### config.mk
export PLATFORM = sky130hd
export DESIGN_NAME = ssd_scan_pager
export DESIGN_NICKNAME = d
export VERILOG_FILES = /design/src/rtl/ssd_scan_pager.sv
export SDC_FILE = /design/constraint.sdc
export NUM_CORES = 1
export LEC_CHECK = 0
export BUFFER_PORTS_ARGS = -buffer_cell sky130_fd_sc_hd__buf_2
export CAP_MARGIN = 20
export CORE_ASPECT_RATIO = 0.6
export CORE_MARGIN = 3
export CORE_UTILIZATION = 48
export DETAILED_ROUTE_END_ITERATION = 16
export GPL_ROUTABILITY_DRIVEN = 1
export GPL_TIMING_DRIVEN = 0
export MAX_ROUTING_LAYER = met4
export PLACE_DENSITY = 0.73
export SYNTH_ARGS = -nofsm -noshare
export SYNTH_HDL_FRONTEND = slang
export SYNTH_SLANG_ARGS = --single-unit
### constraint.sdc
create_clock -name clk -period 4.6 [get_ports clk]
set_clock_uncertainty 0.1 [all_clocks]
set_input_delay 0 -clock clk [delete_from_list [all_inputs] [get_ports clk]]
set_output_delay 0 -clock clk [all_outputs]
set_load 0.005 [all_outputs]
### src/rtl/ssd_scan_pager.sv
// ssd_scan_pager
// ----------------------------------------------------------------------------
// Multiplexed seven-segment debug display driver. Shows a DATA_W-bit value as
// hex across DIGITS digits. A value wider than the display is split into
// PAGES = DATA_W/(4*DIGITS) pages, and a debounced push-button steps through
// them.
//
// Ports:
//   clk      in   board clock, all state on the rising edge
//   rst      in   synchronous, active-high reset
//   data_in  in   [DATA_W-1:0] value to display, sampled once per full scan
//   page_btn in   raw asynchronous push-button (high = pressed), bouncing
//   C        out  [6:0] segments, active-low, C[0]=a .. C[6]=g, registered
//   AN       out  [DIGITS-1:0] digit enables, active-low one-hot, AN[0] is the
//                 rightmost digit, registered
//   page     out  [2:0] current page index, registered
//
// Optional build macro:
//   SSD_LEADING_ZERO_BLANK_EN  when defined, digits above the most significant
//                              non-zero nibble of the current page are blanked
//                              (digit 0 is never blanked).
// ----------------------------------------------------------------------------
module ssd_scan_pager #(
  parameter int DIGITS       = 4,
  parameter int DATA_W       = 32,
  parameter int REFRESH_DIV  = 50000,
  parameter int DEBOUNCE_CYC = 1000000
) (
  input  logic              clk,
  input  logic              rst,
  input  logic [DATA_W-1:0] data_in,
  input  logic              page_btn,
  output logic [6:0]        C,
  output logic [DIGITS-1:0] AN,
  output logic [2:0]        page
);

  localparam int PAGES = DATA_W / (4 * DIGITS);
  localparam int NIBS  = DATA_W / 4;
  localparam int RW    = (REFRESH_DIV > 1) ? $clog2(REFRESH_DIV) : 1;
  localparam int DW    = (DIGITS > 1) ? $clog2(DIGITS) : 1;
  localparam int CW    = (DEBOUNCE_CYC > 1) ? $clog2(DEBOUNCE_CYC) : 1;
  localparam int NW    = (NIBS > 1) ? $clog2(NIBS) : 1;

  // Active-low hex glyphs, bit 0 = segment a.
  function automatic logic [6:0] hex7seg(input logic [3:0] n);
    logic [6:0] s;
    case (n)
      4'h0:    s = 7'h40;
      4'h1:    s = 7'h79;
      4'h2:    s = 7'h24;
      4'h3:    s = 7'h30;
      4'h4:    s = 7'h19;
      4'h5:    s = 7'h12;
      4'h6:    s = 7'h02;
      4'h7:    s = 7'h78;
      4'h8:    s = 7'h00;
      4'h9:    s = 7'h10;
      4'hA:    s = 7'h08;
      4'hB:    s = 7'h03;
      4'hC:    s = 7'h46;
      4'hD:    s = 7'h21;
      4'hE:    s = 7'h06;
      default: s = 7'h0E;
    endcase
    return s;
  endfunction

  // Scan state
  logic [RW-1:0]     refresh_cnt_q, refresh_cnt_d;
  logic [DW-1:0]     digit_idx_q, digit_idx_d;
  logic [DATA_W-1:0] snapshot_q, snapshot_d;

  // Debounce state
  logic              sync1_q, sync1_d;
  logic              sync2_q, sync2_d;
  logic [CW-1:0]     deb_cnt_q, deb_cnt_d;
  logic              stable_q, stable_d;
  logic              stable_prev_q, stable_prev_d;

  // Output state
  logic [2:0]        page_q, page_d;
  logic [6:0]        c_q, c_d;
  logic [DIGITS-1:0] an_q, an_d;

  // First cycle of each full scan: the snapshot loads and the digit being
  // driven this cycle is taken straight from data_in, so the whole scan
  // shows one consistent value.
  logic              load;
  logic [DATA_W-1:0] src;
  logic [3:0]        src_nib [NIBS];
  logic [NW-1:0]     nib_idx;
  logic              blank;

  assign load = (refresh_cnt_q == '0) && (digit_idx_q == '0);
  assign src  = load ? data_in : snapshot_q;

  for (genvar gi = 0; gi < NIBS; gi++) begin : g_nib
    assign src_nib[gi] = src[4*gi +: 4];
  end

  assign nib_idx = NW'(int'(page_q) * DIGITS + int'(digit_idx_q));

`ifdef SSD_LEADING_ZERO_BLANK_EN
  // Blank when every nibble of this page from the current digit upward is
  // zero; digit 0 always shows its glyph.
  always_comb begin
    blank = (digit_idx_q != '0);
    for (int d = 0; d < DIGITS; d++) begin
      if ((d >= int'(digit_idx_q)) &&
          (src_nib[NW'(int'(page_q) * DIGITS + d)] != 4'h0)) begin
        blank = 1'b0;
      end
    end
  end
`else
  assign blank = 1'b0;
`endif

  always_comb begin
    refresh_cnt_d = refresh_cnt_q;
    digit_idx_d   = digit_idx_q;
    snapshot_d    = snapshot_q;
    sync1_d       = page_btn;
    sync2_d       = sync1_q;
    deb_cnt_d     = deb_cnt_q;
    stable_d      = stable_q;
    stable_prev_d = stable_q;
    page_d        = page_q;

    // Refresh divider and digit scan
    if (refresh_cnt_q == RW'(REFRESH_DIV - 1)) begin
      refresh_cnt_d = '0;
      digit_idx_d   = (digit_idx_q == DW'(DIGITS - 1)) ? '0 : digit_idx_q + 1'b1;
    end else begin
      refresh_cnt_d = refresh_cnt_q + 1'b1;
    end

    if (load) begin
      snapshot_d = data_in;
    end

    // Debounce: count while the synchronised level disagrees with the
    // accepted level; any agreement restarts the count.
    if (sync2_q != stable_q) begin
      if (deb_cnt_q == CW'(DEBOUNCE_CYC - 1)) begin
        stable_d  = sync2_q;
        deb_cnt_d = '0;
      end else begin
        deb_cnt_d = deb_cnt_q + 1'b1;
      end
    end else begin
      deb_cnt_d = '0;
    end

    // One page step per accepted press (rising edge of the stable level)
    if ((PAGES > 1) && stable_q && !stable_prev_q) begin
      page_d = (page_q == 3'(PAGES - 1)) ? 3'd0 : page_q + 3'd1;
    end

    an_d = ~(DIGITS'(1) << digit_idx_q);
    c_d  = blank ? 7'h7F : hex7seg(src_nib[nib_idx]);
  end

  always_ff @(posedge clk) begin
    if (rst) begin
      refresh_cnt_q <= '0;
      digit_idx_q   <= '0;
      snapshot_q    <= '0;
      sync1_q       <= 1'b0;
      sync2_q       <= 1'b0;
      deb_cnt_q     <= '0;
      stable_q      <= 1'b0;
      stable_prev_q <= 1'b0;
      page_q        <= 3'd0;
      c_q           <= 7'h7F;
      an_q          <= '1;
    end else begin
      refresh_cnt_q <= refresh_cnt_d;
      digit_idx_q   <= digit_idx_d;
      snapshot_q    <= snapshot_d;
      sync1_q       <= sync1_d;
      sync2_q       <= sync2_d;
      deb_cnt_q     <= deb_cnt_d;
      stable_q      <= stable_d;
      stable_prev_q <= stable_prev_d;
      page_q        <= page_d;
      c_q           <= c_d;
      an_q          <= an_d;
    end
  end

  assign C    = c_q;
  assign AN   = an_q;
  assign page = page_q;

endmodule

==> results of run 1 <==
-- power breakdown --
group          switching, W  leakage (nW)  internal [W]
Combinational      0.000148          1.14      0.000115
Sequential        0.0000186         0.719      0.000803
Clock              0.000301         0.159      0.000506
Total              0.000467          2.02       0.00142
-- layer usage --
metal | up-vias | share of wire, % | track usage (%)
met3 | 24 | 9.7 | 6.87
met1 | 1829 | 46 | 30.9
met5 | - | 0 | -
met2 | 184 | 43 | 32.6
met4 | 0 | 1.9 | 8.78
li1 | 1946 | - | -
-- through the flow --
step	total power, W	utilization (%)
5_1_grt	0.00196	63.9
6_report	0.00189	63.9
3_3_place_gp	0.00107	55.6
3_5_place_dp	0.00107	55.6
2_1_floorplan	0.000995	-
4_1_cts	0.00190	63.9
-- cell usage in the layout (no fill, tap or decap), types with 4 or more instances in the layout --
master | Yosys | layout
xnor2_1 | 14 | 14
and3_1 | 8 | 8
dfxtp_1 | 88 | 88
nand4_1 | 10 | 10
xor2_1 | 18 | 18
mux2i_1 | 5 | 5
nand3_1 | 14 | 14
a22oi_1 | 12 | 12
a21oi_1 | 41 | 41
clkbuf_1 | 24 | 24
nand2_1 | 136 | 136
nor3_1 | 4 | 4
ha_1 | 13 | 13
clkbuf_16 | 0 | 9
dlygate4sd3_1 | 0 | 34
buf_2 | 1 | 49
or3_1 | 6 | 6
inv_1 | 11 | 11
a211oi_1 | 12 | 12
nor2_1 | 52 | 52
nor2b_1 | 6 | 6
mux4_2 | 4 | 4
o21ai_0 | 18 | 18
-- sequential cells by signal, summed over array words and instances, names as in the netlist --
name / flops
snapshot_q: 32
deb_cnt_q: 20
refresh_cnt_q: 16
C: 7
AN: 4
page: 3
digit_idx_q: 2
stable_prev_d: 1
stable_prev_q: 1
sync1_q: 1
sync2_q: 1
-- path summary, 6_finish.rpt --
check,depth (start not counted),slack (ps),from,endpoint
worst min-delay path,1,340,sync1_q,sync2_q
worst max-delay path,15,370,digit_idx_q[0],C[3]
worst min register to register,1,340,sync1_q,sync2_q
worst max register to register,15,370,digit_idx_q[0],C[3]
-- cell usage after synthesis, drive strengths merged --
cell type | instances | area share [%]
or4b | 1 | 0.24
inv | 12 | 1.1
a221o | 2 | 0.48
a21oi | 41 | 4.9
a22oi | 14 | 2.8
nand3 | 14 | 1.7
xor2 | 18 | 3.8
nand2 | 138 | 13
nor4 | 2 | 0.45
o221ai | 1 | 0.21
o22ai | 1 | 0.15
mux2 | 2 | 0.54
nand4 | 10 | 1.5
ha | 13 | 3.9
mux2i | 5 | 1.2
nor4b | 2 | 0.57
clkbuf | 24 | 2.2
and4 | 1 | 0.21
mux4 | 4 | 2.2
buf | 3 | 0.39
and2 | 2 | 0.30
dfxtp | 88 | 42
nor2 | 52 | 4.7
nor2b | 6 | 0.90
nor3 | 4 | 0.48
or3 | 6 | 0.90
o21ai | 18 | 2.2
nand2b | 2 | 0.30
a211oi | 12 | 2.2
and3 | 8 | 1.2
nand4b | 1 | 0.21
xnor2 | 14 | 3.0
-- critical path, delay by kind of cell, from the launching register on --
family | cells | cell delay (ps)
compound gates | 2 | 430
fa+ha+maj | 1 | 240
buf+inv | 6 | 1810
flops | 1 | 330
mux | 2 | 520
simple gates | 4 | 680
-- cell type report --
cell class / count / area share [%]
inverter: 12 / 0.866
multi-input combinational: 394 / 43.0
clock inverter: 4 / 1.47
tap: 108 / 2.60
sequential: 88 / 33.9
timing repair buffer: 82 / 11.2
clock buffer: 12 / 4.93
buffer: 27 / 2.07
-- what timing repair did --
action / 4_1_cts / 5_1_grt
resized for setup: 0 / 2
buffers inserted: 0 / 0
hold buffers: 34 / 0
setup endpoints to repair: 0 / 3
endpoints found under the hold margin: 41 / 0
-- cells by family after synthesis --
| family | count (synthesis) | synth area share [%] |
|---|---|---|
| simple gates | 249 | 26.4 |
| compound gates | 89 | 12.9 |
| flops | 88 | 42.4 |
| buf+inv | 39 | 3.65 |
| xor+xnor | 32 | 6.75 |
| fa+ha+maj | 13 | 3.92 |
| mux | 11 | 3.92 |
==> flow_summary.json, run 1 <==
{
  "status": "finished clean",
  "cts_buffers": 9,
  "cpMostUsedCell": "clkbuf_1",
  "min_path_type": "reg -> reg",
  "cts_tree": "built",
  "syn_area_sq_um": 4150,
  "grt_max_degree": 15,
  "place_area_sq_um": 4530,
  "fin_ws_ps": 371,
  "p_per_area_nw_per_um2": 364,
  "synthCells": 521,
  "cp_data_required_time_ps": 4730,
  "die_w_um": 126,
  "gp_routability_congestion": 0.931,
  "path_clk_slew_ps": 60,
  "path_max_fanout": 11,
  "crit_type": "reg -> reg",
  "post-place-cells": 677,
  "routed_via_density": 5.48,
  "cts.path.max_buffers": 2,
  "drc": 0,
  "grt_pass1_vias": 3676,
  "arrival_ps": 4360,
  "syn_nets": 569,
  "relSlewSlack_pct": 52.8,
  "layout_min_cycle_time_ps": 4230,
  "hold_slack_ps": 341,
  "p_leak_nw": 2.02,
  "slowest_stage": "clkbuf_1",
  "critPathLaunchType": "register",
  "yosys_warnings": 0,
  "row_count": 25,
  "portBuffers": 48,
  "io_pins": 49,
  "final_area_sq_um": 5200,
  "final-seq-area_sq_um": 1760,
  "max_freq_mhz": 236,
  "dr.pass1.iters": 5,
  "routed_wl_um": 10700,
  "multi_input_area_sq_um": 2240,
  "fin_nets": 662,
  "finalHoldViolCount": 0,
  "die-area_sq_um": 9830,
  "post-route-period-util_pct": 91.9,
  "cts-root-buf": "clkbuf_16",
  "report.final.slew_viol_count": 0,
  "setup_viol": 0,
  "wl_per_cell_um": 14.8,
  "dpl_worst_slack_ps": 345,
  "vias": 3983,
  "end_kind": "register",
  "cts_sinks": 88,
  "diodes": 0,
  "postRouteAntennaNets": 0,
  "crit_chain": "clkbuf_1, inv_1, clkbuf_1, clkbuf_2, ha_1, nor2b_1, nand4_1, clkbuf_1, a211oi_1, o21ai_0, nand4_1, clkbuf_1, mux2_2, mux2i_1, nand2_1",
  "rsz0062_at_grt": "no",
  "fin_cells": 727,
  "hpwlAfterDp_um": 7560,
  "overflow": 0,
  "start_util_pct": 51.0,
  "syn_avg_cell_area_sq_um": 7.97,
  "drive_above_1_share_pct": 12.8,
  "max_stage_delay_ps": 390,
  "synth_cell_types": 41,
  "max_cap_violations": 0,
  "htreeDepth": 3,
  "track_usage_pct": 22.9,
  "grt_pass1_wl_um": 17600,
  "fp.dieH_um": 78.0,
  "worstMarginPinSlew_ps": 709,
  "ys_seq_area_share_pct": 42.4,
  "ys_ff_latch": 88,
  "first_iter_violations": 374,
  "core-area_sq_um": 8130,
  "insertion_delay_ps": 350,
  "irDropWorstVdd_v": 0.000238,
  "syn_to_final_growth_pct": 25.3,
  "antenna_found_initial": 0,
  "fill_cells": 705,
  "fin_tns_setup_ps": 0
}
No activity file was read; power rests on OpenSTA's default activity.
==> run 2, diff against run 1 <==
Settings changed: CORE_UTILIZATION 48 to 35, PLACE_DENSITY 0.73 to 0.57, RECOVER_POWER from default to 50.
==> flow_summary.json, run 2 (synthesized netlist as in run 1, its figures left out) <==
{
  "cts-root-buf": "clkbuf_16",
  "syn_to_final_growth_pct": 26.1,
  "overflow": 0,
  "end_kind": "register",
  "path_clk_slew_ps": 60,
  "die-area_sq_um": 13200,
  "reg_top3": "snapshot_q: 32 flops, deb_cnt_q: 20 flops, refresh_cnt_q: 16 flops",
  "core-area_sq_um": 11400,
  "wl_per_cell_um": 14.1,
  "crit_type": "reg -> reg",
  "max_cap_violations": 0,
  "power.total_w": 0.00186,
  "routed_via_density": 4.95,
  "insertion_delay_ps": 340,
  "row_count": 30,
  "largest_reg_flops": 32,
  "fill_cells": 1142,
  "layout_min_cycle_time_ps": 4290,
  "rsz0062_at_grt": "no",
  "final_common_cell": "nand2_1",
  "diodes": 0,
  "drive_above_1_share_pct": 10.7,
  "worstMarginPinSlew_ps": 666,
  "post-route-period-util_pct": 93.2,
  "finalHoldViolCount": 0,
  "crit_chain": "clkbuf_1, inv_1, clkbuf_1, clkbuf_2, ha_1, nor2b_1, nand4_1, clkbuf_1, a211oi_1, o21ai_0, nand4_1, clkbuf_1, mux2_2, mux2i_1, nand2_1",
  "io_pins": 49,
  "p_per_area_nw_per_um2": 356,
  "mostFrequentLayoutCells": "nand2_1 (136), dfxtp_1 (88), nor2_1 (52)",
  "fp.dieH_um": 90.4,
  "report.final.slew_viol_count": 0,
  "hpwlAfterDp_um": 7970,
  "top_register": "snapshot_q",
  "cts_sinks": 88,
  "antenna_found_initial": 0,
  "max_freq_mhz": 233,
  "routed_wl_um": 11000,
  "slowest_stage": "clkbuf_1",
  "first_iter_violations": 279,
  "arrival_ps": 4410,
  "cts_buffers": 9,
  "min_path_type": "reg -> reg",
  "p_leak_nw": 1.99,
  "post-route-util_pct": 45.7,
  "relSlewSlack_pct": 55.6,
  "cts_tree": "built",
  "final-seq-area_sq_um": 1760,
  "grt_pass1_vias": 3635,
  "post-place-cells": 729,
  "cp_data_required_time_ps": 4730,
  "track_usage_pct": 17.7,
  "grt_max_degree": 14,
  "critPathLaunchType": "register",
  "cts.path.max_buffers": 2,
  "max_stage_delay_ps": 410,
  "post_cts_buffers": 0,
  "gp_routability_congestion": 0.821,
  "cpMostUsedCell": "clkbuf_1",
  "postRouteAntennaNets": 0,
  "dr.pass1.iters": 5,
  "multi_input_area_sq_um": 2240,
  "drc": 0,
  "vias": 3854,
  "irDropWorstVdd_v": 0.000183,
  "setup_viol": 0,
  "die_w_um": 147,
  "status": "finished clean",
  "fin_cells": 779,
  "hold_slack_ps": 337,
  "htreeDepth": 3,
  "portBuffers": 48,
  "start_util_pct": 36.3,
  "grt_pass1_wl_um": 18500,
  "path_max_fanout": 11,
  "fin_tns_setup_ps": 0,
  "fin_nets": 662
}
[run 2: changes by cell type in the layout (fill, tap and decap cells not counted)]
cell / previous run / this run
clkinv_4: 1 / 0
clkbuf_1: 24 / 38
clkbuf_8: 2 / 1
buf_2: 49 / 38
buf_1: 1 / 0
clkinvlp_4: 1 / 0
clkinv_2: 0 / 1
[run 2: metrics by stage]
step | worst slack (ps) | instance area [sq um]
finish | 313 | 5230
global route | 72.5 | 5230
CTS | 191 | 5250
detailed placement | 215 | 4590
global placement | 230 | 4590
floorplan | 1100 | 4150
[run 2: report_power, final]
group | total, W | internal, W | switching (W) | leakage (nW)
registers | 0.000821 | 0.000803 | 0.0000187 | 0.719
logic | 0.000261 | 0.000113 | 0.000148 | 1.12
clock network | 0.000783 | 0.000491 | 0.000292 | 0.154
[run 2: worst paths after layout]
| check | cells after the start | startpoint | to | slack [ps] |
|---|---|---|---|---|
| worst max-delay path | 15 | digit_idx_q[0] | C[3] | 310 |
| worst min-delay path | 1 | sync1_q | sync2_q | 340 |
| worst max register to register | 15 | digit_idx_q[0] | C[3] | 310 |
| worst min register to register | 1 | sync1_q | sync2_q | 340 |
[run 2: timing repair]
action / in CTS / in global routing
hold buffers: 34 / 0
gates resized for setup: 0 / 2
hold endpoints to repair: 41 / 0
setup endpoints to repair: 0 / 5
[run 2: final cells by class]
cell class	count	share of cell area, %
well taps	160	3.83
flip-flops and latches	88	33.7
inverters	12	0.861
multi-input cells	394	42.7
repair buffers	82	10.8
clock buffers	13	4.78
clock inverters	3	1.24
plain buffers	27	2.06
[run 2: metal layers]
layer | track usage, % | up-vias | part of all wire [%]
met1 | 25.4 | 1792 | 51
met4 | 5.56 | 0 | 1.7
met2 | 24.1 | 103 | 41
met3 | 4.51 | 17 | 6.1
li1 | - | 1942 | -
met5 | - | - | 0
[run 2: critical path, delay by kind of cell (launching register included)]
family | cells | cell delay, ps
AOI/OAI and AO/OA | 2 | 440
buffers and inverters | 6 | 1850
and+or+nand+nor | 4 | 700
DFF | 1 | 330
adders and majority gates | 1 | 230
muxes | 2 | 510
